$ cat config.mk
export PLATFORM = sky130hd
export DESIGN_NAME = priority_arbiter_rr
export DESIGN_NICKNAME = d
export VERILOG_FILES = /design/src/rtl/priority_arbiter_rr.sv
export SDC_FILE = /design/constraint.sdc
export NUM_CORES = 1
export LEC_CHECK = 0
export ABC_AREA = 1
export CAP_MARGIN = 20
export CORE_MARGIN = 3
export CORE_UTILIZATION = 40
export CTS_CLUSTER_DIAMETER = 100
export DETAILED_ROUTE_END_ITERATION = 16
export PLACE_DENSITY = 0.67
export SLEW_MARGIN = 20
export SYNTH_ARGS = -nofsm -noshare
export SYNTH_HDL_FRONTEND = slang
export SYNTH_SLANG_ARGS = --single-unit
export TNS_END_PERCENT = 20
$ cat constraint.sdc
create_clock -name clk -period 6.9 [get_ports clk]
set_input_delay 0.69 -clock clk [delete_from_list [all_inputs] [get_ports clk]]
set_output_delay 0.69 -clock clk [all_outputs]
set_load 0.01 [all_outputs]
$ cat src/rtl/priority_arbiter_rr.sv
// Registered N-way arbiter: fixed priority or round-robin selection, with a
// bounded hold that forces the owner off the grant when others are waiting.
module priority_arbiter_rr #(
  parameter int N        = 4,
  parameter int MAX_HOLD = 8,
  localparam int IW      = $clog2(N)
) (
  input  logic          clk,
  input  logic          rst,
  input  logic          mode,
  input  logic [N-1:0]  requests,
  output logic [N-1:0]  grant,
  output logic          grant_valid,
  output logic [IW-1:0] grant_id
);

  typedef enum logic {ST_IDLE, ST_BUSY} state_t;

  localparam logic [7:0] HOLD_MAX = 8'(MAX_HOLD);

  state_t        r_state;
  logic [7:0]    r_hold;
  logic [IW-1:0] r_ptr;
  logic [N-1:0]  r_grant;
  logic          r_grant_valid;
  logic [IW-1:0] r_grant_id;

  state_t        w_state_next;
  logic [7:0]    w_hold_next;
  logic [IW-1:0] w_ptr_next;
  logic [N-1:0]  w_grant_next;
  logic          w_grant_valid_next;
  logic [IW-1:0] w_grant_id_next;

  logic          w_owner_req;
  logic          w_others;
  logic          w_force;
  logic [N-1:0]  w_arb_req;
  logic [N-1:0]  w_rot_req;
  logic          w_win_valid;
  logic [IW-1:0] w_fx_idx;
  logic [IW-1:0] w_rr_off;
  logic [IW:0]   w_rr_sum;
  logic [IW-1:0] w_rr_idx;
  logic [IW-1:0] w_win_idx;

  function automatic logic [IW-1:0] lowest_idx(input logic [N-1:0] v);
    lowest_idx = '0;
    for (int i = N - 1; i >= 0; i--) begin
      if (v[i]) lowest_idx = IW'(i);
    end
  endfunction

  // r_grant doubles as the owner one-hot mask while BUSY.
  assign w_owner_req = |(requests & r_grant);
  assign w_others    = |(requests & ~r_grant);
  assign w_force     = (r_state == ST_BUSY) && w_owner_req && w_others && (r_hold == HOLD_MAX);
  assign w_arb_req   = w_force ? (requests & ~r_grant) : requests;
  assign w_win_valid = |w_arb_req;

  // Rotate the candidates so that bit 0 of w_rot_req is the index at ptr.
  genvar gi;
  generate
    for (gi = 0; gi < N; gi++) begin : g_rot
      logic [IW:0]   w_sum;
      logic [IW-1:0] w_idx;
      assign w_sum = {1'b0, r_ptr} + (IW+1)'(gi);
      assign w_idx = IW'((w_sum >= (IW+1)'(N)) ? (w_sum - (IW+1)'(N)) : w_sum);
      assign w_rot_req[gi] = w_arb_req[w_idx];
    end
  endgenerate

  assign w_fx_idx  = lowest_idx(w_arb_req);
  assign w_rr_off  = lowest_idx(w_rot_req);
  assign w_rr_sum  = {1'b0, r_ptr} + {1'b0, w_rr_off};
  assign w_rr_idx  = IW'((w_rr_sum >= (IW+1)'(N)) ? (w_rr_sum - (IW+1)'(N)) : w_rr_sum);
  assign w_win_idx = mode ? w_rr_idx : w_fx_idx;

  always_comb begin
    w_state_next       = r_state;
    w_hold_next        = r_hold;
    w_ptr_next         = r_ptr;
    w_grant_next       = r_grant;
    w_grant_valid_next = r_grant_valid;
    w_grant_id_next    = r_grant_id;

    if ((r_state == ST_BUSY) && w_owner_req && !w_force) begin
      w_hold_next = (r_hold == HOLD_MAX) ? r_hold : r_hold + 8'd1;
    end else if (w_win_valid) begin
      w_state_next       = ST_BUSY;
      w_hold_next        = 8'd1;
      w_grant_next       = N'(1) << w_win_idx;
      w_grant_valid_next = 1'b1;
      w_grant_id_next    = w_win_idx;
      w_ptr_next         = (w_win_idx == IW'(N - 1)) ? '0 : w_win_idx + IW'(1);
    end else begin
      w_state_next       = ST_IDLE;
      w_hold_next        = 8'd0;
      w_grant_next       = '0;
      w_grant_valid_next = 1'b0;
      w_grant_id_next    = '0;
    end
  end

  always_ff @(posedge clk) begin
    if (rst) begin
      r_state       <= ST_IDLE;
      r_hold        <= 8'd0;
      r_ptr         <= '0;
      r_grant       <= '0;
      r_grant_valid <= 1'b0;
      r_grant_id    <= '0;
    end else begin
      r_state       <= w_state_next;
      r_hold        <= w_hold_next;
      r_ptr         <= w_ptr_next;
      r_grant       <= w_grant_next;
      r_grant_valid <= w_grant_valid_next;
      r_grant_id    <= w_grant_id_next;
    end
  end

  assign grant       = r_grant;
  assign grant_valid = r_grant_valid;
  assign grant_id    = r_grant_id;

endmodule

==> out/results.txt <==
outcome: finished clean
net count of the finished layout: 201
maximum buffer depth of the clock tree: 2
period utilisation layout: 0.4815
htree depth: 1
cell type of the slowest stage on the worst timing path: sky130_fd_sc_hd__clkdlybuf4s50_1
cell occurring most often along the worst timing path: sky130_fd_sc_hd__nand2_1
antenna violations before repair: 0
most area-hungry cell type in the Yosys netlist: sky130_fd_sc_hd__dfxtp_1
Top Metal Used: met4
cell at the root of the clock tree: sky130_fd_sc_hd__clkbuf_4
total of cells resized after clock tree synthesis: 0
postcts setup bufs: 0
number of setup violations in the final report: 0
effective utilization at floorplan: 0.4397
Layout Skew: 3.190 ps
global-route wire length before repair: 4243 um
sequential fraction of the synthesis area: 0.2963
Reg2Reg Setup Slack: 3860 ps
max-cap violations: 0
DR vias: 1,064
DRC violation count after routing: 0
EDFF count, synth: 0
Hold/Removal Path Class: reg2reg
maximum fanout encountered on the critical timing path: 5
Top FF cell, synth: sky130_fd_sc_hd__dfxtp_1
met3 routed WL: 137 um
final RePlAce weighted congestion: 0.8650
number of synthesized register bits: 17
length of routed wiring on met1: 1234 um
number of sinks on the clock net: 17
number of distinct library cells after synthesis: 25
synth cell count leaders: sky130_fd_sc_hd__nand2_1 (45), sky130_fd_sc_hd__inv_1 (20), sky130_fd_sc_hd__dfxtp_1 (17), sky130_fd_sc_hd__nand2_2 (13), sky130_fd_sc_hd__nand3_1 (12)
number of violations reported at the end of detailed-routing iteration 0: 74
Hold Fails Final Rpt: 0
Post-Synthesis Net Count: 184
measured slew at the worst slew-check pin: 359.8 ps
Crit path required time: 7090 ps
clock latency on the worst-skew pair: 290 ps
cts bufs inserted: 3
cell with the most instances after synthesis: sky130_fd_sc_hd__nand2_1
Layout area overhead: 16.56%
total track usage: 0.1525
Hold-fix buffers, CTS: 0
wirelength, routed: 2340 um
area of the placeable core: 2613 um^2
Critical Path Sink Type: flip-flop
average routed wire per standard cell: 10.83 um
syn_area_per_cell: 6.756 um^2
Core Rows: 18
worst-case vdd ir drop: 0.0001835 V
count of buffers inserted at the top-level ports: 13
power density over the cells: 284.2 nW/um^2
biggest area contributors in the synthesized netlist: sky130_fd_sc_hd__dfxtp_1 (30%), sky130_fd_sc_hd__nand2_1 (15%), sky130_fd_sc_hd__ha_1 (7.6%)
metal2 WL: 951 um
share of layout cells above drive strength 1: 0.1559
async set or reset register ratio after synthesis: 0
post-detailed-route count of antenna-violating nets: 0
number of primary I/O pins: 14
list of cells traversed by the critical path: clkdlybuf4s50_1 > nand2_1 > nand2_1 > nor2_1 > nor2_1 > nand2_2 > nand2_2 > nand3_1 > nand2_1 > nand2_1 > nand2_2 > a31oi_1 > nor2_1 > ha_1 > xor2_1 > nand3_1 > nand2_1 > nand2_1 > nand2_1 > inv_1 > ha_1 > o21ai_1 > a21oi_1
Slew Limit Headroom: 0.7598
hpwl dp: 1890 um
DIE HEIGHT: 59.59 um
number of antenna diodes: 0
post-CTS clock slew at the launch and capture registers of the worst setup and hold paths: 100 ps
CTS tree: built
Design Area, Final: 1339 um^2
number of detailed-route iterations in the first pass: 4
maximum number of pins on one net before global-route repair: 11
setup repair after global routing missed its margin: false
Horiz. Die Dim: 59.59 um
top cell type's share of synthesized area: 0.2963
Pwr Total: 0.3805 mW
post-synthesis instance area: 1149 um^2
number of global-route vias before repair: 1,027
Congestion Overflow GR: 0
arrival time at the worst endpoint: 3510 ps
post-DR vias/cell: 4.926
Static Leakage: 0.6013 nW
Yosys warnings: 0
total count of max-transition violations in the final report: 0
max incr delay on CP: 540 ps
post-route setup TNS: 0 ps
Placement Cell Area: 1311 um^2
post-layout minimum cycle time: 3323 ps
achievable frequency: 301.0 MHz
Crit Path Class: in2reg
die footprint: 3550 um^2
cells after synthesis: 170
category of the worst setup path launch point: primary input
layout make-up:
type	instances	area, um^2
clock buffers	3	22.52
clock inverters	1	5.005
fillers	263	1274
inverters	25	93.84
multi-input cells	127	709.4
flip-flops and latches	17	340.3
well taps	30	37.54
repair buffers	13	130.1
flip-flops by register name (all words and copies together), names as in the netlist:
signal / flops
grant: 4
grant_id: 2
grant_valid: 1
r_hold: 8
r_ptr: 2
power by group:
| group | switching [mW] | total, mW | internal [mW] |
|---|---|---|---|
| clock | 0.0314 | 0.0530 | 0.0215 |
| sequential | 0.0183 | 0.134 | 0.115 |
| combinational | 0.113 | 0.194 | 0.0803 |
final timing paths:
path / startpoint / endpoint / depth (start not counted)
worst max-delay path: requests[1] / r_ptr[1]$_SDFFE_PP0P_ / 23
worst min-delay path: grant_id[1]$_SDFFE_PP0N_ / grant_id[1]$_SDFFE_PP0N_ / 2
worst max register to register: r_hold[0]$_SDFFE_PP0P_ / r_ptr[1]$_SDFFE_PP0P_ / 24
worst min register to register: grant_id[1]$_SDFFE_PP0N_ / grant_id[1]$_SDFFE_PP0N_ / 2
stage by stage:
stage	std cells	utilization	setup slack, ps	hold WS [ps]
after global routing	216	0.5125	3183	512.5
after floorplan	170	-	4084	454.3
after detailed placement	212	0.5019	3279	453.7
final	216	0.5125	3577	462.9
after global placement	212	0.5019	3320	449.6
after CTS	216	0.5125	3573	475.0
layout by cell type, fill, tap and decap left out, types with 3 or more instances in the layout:
master,netlist,final
sky130_fd_sc_hd__nand3_2,3,3
sky130_fd_sc_hd__nor2_4,4,4
sky130_fd_sc_hd__inv_1,20,20
sky130_fd_sc_hd__ha_1,7,7
sky130_fd_sc_hd__nand2_2,13,13
sky130_fd_sc_hd__nand2_1,45,45
sky130_fd_sc_hd__clkdlybuf4s50_1,0,13
sky130_fd_sc_hd__a21oi_1,7,7
sky130_fd_sc_hd__nand3_1,12,12
sky130_fd_sc_hd__nor2_1,10,10
sky130_fd_sc_hd__dfxtp_1,17,17
sky130_fd_sc_hd__nor3_1,3,3
sky130_fd_sc_hd__clkbuf_4,0,3
sky130_fd_sc_hd__inv_2,4,4
sky130_fd_sc_hd__o21ai_0,8,8
routing by layer:
metal / track usage / vias to the layer above
met5: 0 / -
met4: 0.03481 / 0
met3: 0.04575 / 2
met2: 0.2402 / 29
met1: 0.2042 / 458
li1: - / 575
critical path: cells and delay by family:
family | cells | cell delay, ps
fa+ha+maj | 2 | 440
compound gates | 3 | 260
simple gates | 15 | 1350
xor+xnor | 1 | 190
buf+inv | 2 | 610
cells by family after synthesis:
family / Yosys count / synth area share
and+or+nand+nor: 93 / 0.3998
buffers and inverters: 26 / 0.08604
xor gates and xnor gates: 3 / 0.02288
AOI/OAI and AO/OA: 24 / 0.1187
DFF: 17 / 0.2963
adders and majority gates: 7 / 0.07625
No activity file was read; power rests on OpenSTA's default activity.
